### config.mk
export PLATFORM = sky130hd
export DESIGN_NAME = fetch_unit_m_flat
export DESIGN_NICKNAME = d
export VERILOG_FILES = /design/src/rtl/xm_pkg.sv /design/src/rtl/fetch_unit_m_if.sv /design/src/rtl/fetch_unit_m_pc_reg.sv /design/src/rtl/fetch_unit_m.sv /design/src/flat_wrapper.sv
export SDC_FILE = /design/constraint.sdc
export NUM_CORES = 1
export LEC_CHECK = 0
export CORE_ASPECT_RATIO = 0.8
export CORE_MARGIN = 8
export CORE_UTILIZATION = 30
export DETAILED_ROUTE_END_ITERATION = 6
export PLACE_DENSITY = 0.66
export SLEW_MARGIN = 0
export SYNTH_ARGS = -nofsm -noshare
export SYNTH_HDL_FRONTEND = slang
export SYNTH_HIERARCHICAL = 1
export SYNTH_SLANG_ARGS = --single-unit
### constraint.sdc
create_clock -name clk -period 3.1 [get_ports clk]
set_input_delay 0.775 -clock clk [delete_from_list [all_inputs] [get_ports clk]]
set_output_delay 0.775 -clock clk [all_outputs]
set_load 0.01 [all_outputs]
### src/rtl/xm_pkg.sv
// Shared definitions for the 16-bit multi-cycle core: widths, register-file
// indices, byte-lane encoding and the fetch sequencer state type.
package xm_pkg;
    localparam int REG_WIDTH = 16;
    localparam int HALF_WORD = REG_WIDTH / 2;
    localparam int PC_ADDR   = 7;

    // Byte-lane indices into a 2-bit write enable: [BYTE] = low byte, [WORD] = high byte
    localparam int WORD = 0;
    localparam int BYTE = 1;

    typedef enum logic [1:0] {
        IDLE,
        FETCH,
        DONE,
        FAULT
    } fetch_state_t;
endpackage

### src/rtl/fetch_unit_m_if.sv
// Instruction memory read bus between the fetch unit (master) and memory (slave).
interface fetch_unit_m_if #(
    parameter int W = 16
);
    logic [W-1:0] mem_addr;
    logic         mem_rd_req;
    logic         mem_ack;
    logic [W-1:0] mem_rdata;

    modport master (output mem_addr, mem_rd_req, input mem_ack, mem_rdata);
    modport slave  (input mem_addr, mem_rd_req, output mem_ack, mem_rdata);
endinterface

### src/rtl/fetch_unit_m_pc_reg.sv
// Architectural PC register: byte-lane write, relative branch, post-increment
// and the priority mux between them. pc_d_o exposes the next-cycle PC.
module pc_reg_m
    import xm_pkg::*;
#(
    parameter int             W        = 16,
    parameter logic [W-1:0]   RESET_PC = '0
) (
    input  logic         clk,
    input  logic         rst,
    input  logic         inc_i,
    input  logic         wr_allow_i,
    input  logic         br_allow_i,
    input  logic [1:0]   wr_en_i,
    input  logic [W-1:0] wr_data_i,
    input  logic         br_en_i,
    input  logic [W-1:0] br_off_i,
    output logic [W-1:0] pc_o,
    output logic [W-1:0] pc_d_o
);
    localparam int HALF = W / 2;

    logic [W-1:0] pc_q, pc_d, wr_val;

    always_comb begin
        wr_val = pc_q;
        if (wr_en_i[BYTE]) wr_val[HALF-1:0] = wr_data_i[HALF-1:0];
        if (wr_en_i[WORD]) wr_val[W-1:HALF] = wr_data_i[W-1:HALF];

        // Increment only happens in FETCH, where writes and branches are blocked anyway
        pc_d = pc_q;
        if (inc_i)
            pc_d = pc_q + W'(2);
        else if (wr_allow_i && (wr_en_i != 2'b00))
            pc_d = wr_val;
        else if (br_allow_i && br_en_i)
            pc_d = pc_q + (br_off_i << 1);
    end

    always_ff @(posedge clk or posedge rst) begin
        if (rst) pc_q <= RESET_PC;
        else     pc_q <= pc_d;
    end

    assign pc_o   = pc_q;
    assign pc_d_o = pc_d;
endmodule

### src/rtl/fetch_unit_m.sv
// PC owner and instruction fetch sequencer. Define FETCH_TIMEOUT_EN to fault
// a fetch that waits TIMEOUT_CYCLES without a memory ack.
module fetch_unit_m
    import xm_pkg::*;
#(
    parameter int                     REG_WIDTH      = 16,
    parameter logic [REG_WIDTH-1:0]   RESET_PC       = '0,
    parameter int                     TIMEOUT_CYCLES = 15
) (
    input  logic                 clk,
    input  logic                 rst,
    input  logic                 fetch_start_i,
    input  logic                 branch_en_i,
    input  logic [REG_WIDTH-1:0] branch_offset_i,
    input  logic [1:0]           PC_wr_en_i,
    input  logic [REG_WIDTH-1:0] PC_wr_data_i,
    output logic [REG_WIDTH-1:0] pc_o,
    output logic [REG_WIDTH-1:0] ir_o,
    output logic                 ir_valid_o,
    output logic                 busy_o,
    output logic                 fault_o,
    fetch_unit_m_if.master       bus
);
    fetch_state_t         state_q, state_d;
    logic [REG_WIDTH-1:0] ir_q, ir_d;
    logic [REG_WIDTH-1:0] pc, pc_nxt;
    logic                 take_ack, wr_allow, br_allow, timed_out;

    assign take_ack = (state_q == FETCH) && bus.mem_ack;
    assign wr_allow = (state_q == IDLE) || (state_q == DONE);
    assign br_allow = (state_q == IDLE);

    pc_reg_m #(
        .W        (REG_WIDTH),
        .RESET_PC (RESET_PC)
    ) u_pc_reg (
        .clk        (clk),
        .rst        (rst),
        .inc_i      (take_ack),
        .wr_allow_i (wr_allow),
        .br_allow_i (br_allow),
        .wr_en_i    (PC_wr_en_i),
        .wr_data_i  (PC_wr_data_i),
        .br_en_i    (branch_en_i),
        .br_off_i   (branch_offset_i),
        .pc_o       (pc),
        .pc_d_o     (pc_nxt)
    );

`ifdef FETCH_TIMEOUT_EN
    localparam int CNT_W = $clog2(TIMEOUT_CYCLES + 1);

    logic [CNT_W-1:0] wait_cnt_q, wait_cnt_d;

    // Counts FETCH cycles without ack; held at zero outside FETCH so entry clears it
    always_comb begin
        wait_cnt_d = '0;
        if (state_q == FETCH && !bus.mem_ack) wait_cnt_d = wait_cnt_q + CNT_W'(1);
    end

    always_ff @(posedge clk or posedge rst) begin
        if (rst) wait_cnt_q <= '0;
        else     wait_cnt_q <= wait_cnt_d;
    end

    assign timed_out = (wait_cnt_q == CNT_W'(TIMEOUT_CYCLES - 1));
`else
    logic unused_timeout;
    assign unused_timeout = ^TIMEOUT_CYCLES;
    assign timed_out      = 1'b0;
`endif

    always_comb begin
        state_d = state_q;
        ir_d    = ir_q;
        case (state_q)
            // Alignment is judged on the PC the fetch will actually use
            IDLE:  if (fetch_start_i) state_d = pc_nxt[0] ? FAULT : FETCH;
            FETCH: begin
                if (bus.mem_ack) begin
                    ir_d    = bus.mem_rdata;
                    state_d = DONE;
                end else if (timed_out) begin
                    state_d = FAULT;
                end
            end
            DONE:    state_d = IDLE;
            FAULT:   state_d = FAULT;
            default: state_d = IDLE;
        endcase
    end

    always_ff @(posedge clk or posedge rst) begin
        if (rst) begin
            state_q <= IDLE;
            ir_q    <= '0;
        end else begin
            state_q <= state_d;
            ir_q    <= ir_d;
        end
    end

    assign pc_o           = pc;
    assign ir_o           = ir_q;
    assign ir_valid_o     = (state_q == DONE);
    assign busy_o         = (state_q != IDLE);
    assign fault_o        = (state_q == FAULT);
    assign bus.mem_addr   = pc;
    assign bus.mem_rd_req = (state_q == FETCH);
endmodule

### src/flat_wrapper.sv
// flat-port wrapper written by rule: the top's interface ports become plain ports
module fetch_unit_m_flat import xm_pkg::*;
#(
    parameter int                     REG_WIDTH      = 16,
    parameter logic [REG_WIDTH-1:0]   RESET_PC       = '0,
    parameter int                     TIMEOUT_CYCLES = 15
)
  (clk, rst, fetch_start_i, branch_en_i, branch_offset_i, PC_wr_en_i, PC_wr_data_i, pc_o, ir_o, ir_valid_o, busy_o, fault_o, bus_mem_addr, bus_mem_rd_req, bus_mem_ack, bus_mem_rdata);
  fetch_unit_m_if #(.W(16)) bus_i ();
  input  logic clk;
  input  logic rst;
  input  logic fetch_start_i;
  input  logic branch_en_i;
  input  logic [REG_WIDTH-1:0] branch_offset_i;
  input  logic [1:0] PC_wr_en_i;
  input  logic [REG_WIDTH-1:0] PC_wr_data_i;
  output logic [REG_WIDTH-1:0] pc_o;
  output logic [REG_WIDTH-1:0] ir_o;
  output logic ir_valid_o;
  output logic busy_o;
  output logic fault_o;
  output wire logic [$bits(bus_i.mem_addr)-1:0] bus_mem_addr;
  output wire logic [$bits(bus_i.mem_rd_req)-1:0] bus_mem_rd_req;
  input wire logic [$bits(bus_i.mem_ack)-1:0] bus_mem_ack;
  input wire logic [$bits(bus_i.mem_rdata)-1:0] bus_mem_rdata;
  assign bus_mem_addr = bus_i.mem_addr;
  assign bus_mem_rd_req = bus_i.mem_rd_req;
  assign bus_i.mem_ack = bus_mem_ack;
  assign bus_i.mem_rdata = bus_mem_rdata;
  fetch_unit_m #(.REG_WIDTH(REG_WIDTH), .RESET_PC(RESET_PC), .TIMEOUT_CYCLES(TIMEOUT_CYCLES)) u_core (.clk(clk), .rst(rst), .fetch_start_i(fetch_start_i), .branch_en_i(branch_en_i), .branch_offset_i(branch_offset_i), .PC_wr_en_i(PC_wr_en_i), .PC_wr_data_i(PC_wr_data_i), .pc_o(pc_o), .ir_o(ir_o), .ir_valid_o(ir_valid_o), .busy_o(busy_o), .fault_o(fault_o), .bus(bus_i));
endmodule
== After elaboration in Yosys (flattened, before gate mapping) ==
Cells that the tools add are included.
Operators by class
  add/subtract/negate cells: 2
  eq/ne operators: 7
  muxes and demuxes: 9
  reduce and logical (&&, ||, !) cells: 12
Operators with widths (count)
  16-bit two-way mux: 3
  16-bit adder: 1
  16-bit by 2-bit adder with 16-bit output, second input constant: 1
  8-bit two-way mux: 2
  2-bit case mux with 4 select lines: 1
  2-bit AND reduction: 4
  2-bit two-way mux: 3
  3-bit by 2-bit != test with 1-bit output, second input constant: 2
  2-bit equality test, second input constant: 2
  2-bit nonzero test: 2
  1-bit logical AND: 3
  3-bit nonzero test: 1
  2-bit by 1-bit equality test with 1-bit output, second input constant: 1
  2-bit zero test: 1
  2-bit by 1-bit != test with 1-bit output, second input constant: 1
  2-bit != test, second input constant: 1
  1-bit logical OR: 1
Word-level totals
  register bits: 34
  input port bits: 55
  output and inout bits: 52
  logic and storage cells: 35

== Logic depth before layout (Yosys ltp) ==
  word-level depth: 8
  mapped depth: 11
  mapped depth without buffers: 10

== Hierarchy ==
The synthesis kept the hierarchy.
By module, submodules not included
  pc_reg_m: instances 1, cells an instance 226, area each 1826.8 sq um, seq. area each 400.4 sq um
  fetch_unit_m: instances 1, cells an instance 70, area each 904.6 sq um, seq. area each 450.4 sq um

== Least setup slack after synthesis ==
No wires, ideal clock.
  path type: input-to-reg
  from: input branch_offset_i[7]
  to: register u_core.u_pc_reg.pc_q[15] (netlist: u_core/u_pc_reg/pc_o[15])
  library setup time: 0.094 ns
  arrival time: 2.456 ns
  data required time: 3.006 ns
  path slack: 0.550 ns
  stages on the path: 6
  path buffers: 0
  cells stage by stage: ha_1 > a2111oi_4 > a211oi_1 > or3b_4 > o311a_1 > a211oi_1
On the way
  word-level cells in the longest chain between the ends: 4
RTL lines
  start, declared: RTL line flat_wrapper.sv:14  | input logic [REG_WIDTH-1:0] branch_offset_i;
  16-bit adder: RTL line fetch_unit_m_pc_reg.sv:37  | pc_d = pc_q + (br_off_i << 1);
  16-bit two-way mux: RTL line fetch_unit_m_pc_reg.sv:36  | else if (br_allow_i && br_en_i)
  16-bit two-way mux: RTL line fetch_unit_m_pc_reg.sv:34  | else if (wr_allow_i && (wr_en_i != 2'b00))
  16-bit two-way mux: RTL line fetch_unit_m_pc_reg.sv:32  | if (inc_i)
  net u_core.pc_nxt[15]: RTL line fetch_unit_m.sv:26  | logic [REG_WIDTH-1:0] pc, pc_nxt;
  end signal, assigned: RTL line fetch_unit_m_pc_reg.sv:42  | else pc_q <= pc_d;
  end, declared: RTL line fetch_unit_m_pc_reg.sv:23  | logic [W-1:0] pc_q, pc_d, wr_val;
The timed path passes the listed nets, and every way through them passes these cells. The select of a mux whose other input is x is not followed.
A chain may end at the register's enable or synchronous reset.

== Final worst setup path ==
  from: input branch_offset_i[0]
  to: register u_core.u_pc_reg.pc_q[15] (netlist: u_core/u_pc_reg/pc_o[15])
Same word-level chain as after synthesis.

==> impl_metrics.yaml <==
clock_tree:
  htree_levels: 2
  cts_buffers: 5
  cts_tree: "yes"
  cts_buffer_depth: 2
  worstSkewPairLatency_ps: 270
  root_buffer: "clkbuf_16"
  cts_setup_buffers: 0
  clk_pin_slew_ps: 50
  numClockSinks: 34
floorplan:
  die_w_um: 123
  start_util_pct: 30.5
  die_h_um: 101
  pin_count: 107
  dieArea_mm2: 0.0124
  fp.coreArea_mm2: 0.00896
  row_count: 31
placed_design:
  place_ws_ps: -136
  dp_hpwl_mm: 7.04
  port_buffers: 105
  placed_cells: 506
  gp_congestion: 0.796
grt:
  grt_usage_pct: 13.9
  grt_pass1_vias: 2753
  gr-total-overflow: 0
  antenna_found_initial: 0
  grt_max_degree: 19
  grt_first_pass_wirelength_mm: 13.9
worst_setup_path:
  cp-start-kind: "primary input"
  critical_path_peak_fanout: 3
  end_kind: "register"
  cpPeakStageDelay_ps: 430
  crit_buf_inv: 2
  path_cells: "clkdlybuf4s50_1 -> ha_1 -> inv_1 -> fa_2 -> nor2b_1 -> o31ai_2 -> a211oi_1 -> or3b_4 -> o311a_1 -> a211oi_2"
  worstSetupPathType: "in -> reg"
  arrival_ps: 3160
  slowest_stage: "or3b_4"
  cp.required_ps: 3280
  path_delay_family: "compound AO/OA/AOI/OAI gates"
yosys:
  synth_nets: 372
  ys_types: 56
  yosys.area.top_type: "dfrtp_1"
  syn-cell-area_mm2: 0.00273
  synth_common_cells: "dfrtp_1, nor2_1, ha_1"
  synth-seq-cells: 34
  synthAdderAreaFrac_pct: 9.89
  synthSimpleGateAreaFrac_pct: 14.8
  avgSynthCellArea_um2: 9.23
  synth_top_cell_area_share_pct: 31.1
  synthXorXnorAreaFrac_pct: 4.17
  synthFlopType: "dfrtp_1"
  ys_seq_area_share_pct: 31.1
  synthCells: 296
  synth_top_family_by_area: "compound AO/OA/AOI/OAI gates"
  synth_edf_count: 0
  synth_most_common_cell: "dfrtp_1"
  ys_top_cells_by_area: "dfrtp_1, ha_1, mux2_2"
  synth_compound_area_share_pct: 21.8
  synth-async-reset-ratio_pct: 100
  yosysWarnings: 6
  synth_mux_area_share_pct: 10.8
sta:
  drv_slew: 0
  setup_viol: 0
  max_slew_margin_pct: 52.7
  rsz0062_at_grt: "no"
  final.min_clock_period_ps: 2980
  fmax_mhz: 335
  finalCritPeriodShare_pct: 96.3
  max_slew.worst_pin.slew_ps: 709
  fin_hold_ws_ps: 501
  final_hold_viol_count: 0
  setup_tns_ps: 0
  clock_skew_ps: 4.94
  worst_slack_ps: 115
flow_run:
  max_cap_viol_count: 0
worst_hold_path:
  hold_class: "reg -> reg"
layout:
  final_net_count: 474
  post-route-util_pct: 44.8
  syn2layout_area_growth_pct: 46.9
  antenna_cells: 0
  layout-drive-gt1-share_pct: 12.1
  final_cells: 513
drt:
  dr.pass1.iters: 4
  wl_per_cell_um: 17.2
  vias_per_cell: 5.25
  num_vias: 2692
  drt_iter0_drc: 101
  drt_wl_total_mm: 8.81
  drtAntennaViolNets: 0
  drc_errors: 0
power_and_ir_drop:
  power.density_mw_per_mm2: 1050
  vdd_ir_drop_max_uv: 480
  leakage_nw: 1.67
status:
  status: "completed"
[timing repair]
action                     in CTS  in global routing
setup endpoints to repair       0                  1
gates resized for setup         0                  3
hold endpoints to repair        0                  0
hold buffers                    0                  0
[power breakdown]
| group | switching, mW | internal (mW) | leakage [nW] |
|---|---|---|---|
| logic | 1.32 | 1.44 | 1.21 |
| registers | 0.296 | 0.680 | 0.397 |
| clock network | 0.175 | 0.293 | 0.0629 |
| total | 1.79 | 2.41 | 1.67 |
[path summary, 6_finish.rpt]
kind	startpoint	end	slack, ps	cells after the start
min reg2reg	u_core/ir_o[3]	u_core/ir_o[3]	500	1
min in group asynchronous	rst	u_core/state_q[0]	930	2
min	u_core/ir_o[3]	u_core/ir_o[3]	500	1
max	branch_offset_i[0]	u_core/u_pc_reg/pc_o[15]	120	10
max in group asynchronous	rst	u_core/u_pc_reg/pc_o[12]	1710	2
max reg2reg	u_core/u_pc_reg/pc_o[1]	u_core/u_pc_reg/pc_o[15]	510	9
[area by class of cell]
class | instances | area, um^2
sequential | 34 | 851
tap | 115 | 144
clock inverter | 1 | 7.51
multi-input combinational | 226 | 1690
inverter | 14 | 52.6
fill | 879 | 4950
clock buffer | 6 | 129
timing repair buffer | 117 | 1140
[cells in the final DEF, fill, tap and decap left out, types with 7 or more instances in the layout]
master	n
buf_4	12
ha_1	20
mux2i_1	8
mux2_2	19
dfrtp_1	34
a21oi_1	18
xnor2_1	7
nor2_1	27
clkdlybuf4s50_1	105
o21ai_0	10
nand2_1	18
inv_1	14
nand3_1	8
nor3_1	8
[kinds of logic (layout without fill, tap and decap cells)]
logic type                 count (synthesis)  count (layout)
and+or+nand+nor                           83              83
AOI/OAI and AO/OA                         82              82
buffers and inverters                     36             138
DFF                                       34              34
muxes                                     27              27
adders and majority gates                 21              21
xor gates and xnor gates                  13              13
[state kept, by name, indices dropped and copies added, names as in the netlist]
register	count
u_core/ir_o	16
u_core/u_pc_reg/pc_o	16
u_core/state_q	2
[stage by stage]
| stage | power, mW | area (um^2) |
|---|---|---|
| 5_1_grt | 4.54 | 4010 |
| 4_1_cts | 4.22 | 4000 |
| 2_1_floorplan | 2.62 | 2730 |
| 6_report | 4.20 | 4010 |
| 3_5_place_dp | 3.72 | 3870 |
| 3_3_place_gp | 3.65 | 3870 |
[worst reg2reg max path, cell delays in order, from the launching register on]
cell      delay, ps
dfrtp_1         460
ha_1            250
inv_1            80
fa_2            220
nor2b_1          90
o31ai_2         310
a211oi_1        150
or3b_4          430
o311a_1         310
a211oi_2        200
[metal layers]
metal,part of all wire (%),global-route usage (%)
met1,43,17.0
met2,45,21.8
met3,12,7.08
met4,0.26,2.52
met5,0,0
No activity file was read; power rests on OpenSTA's default activity.
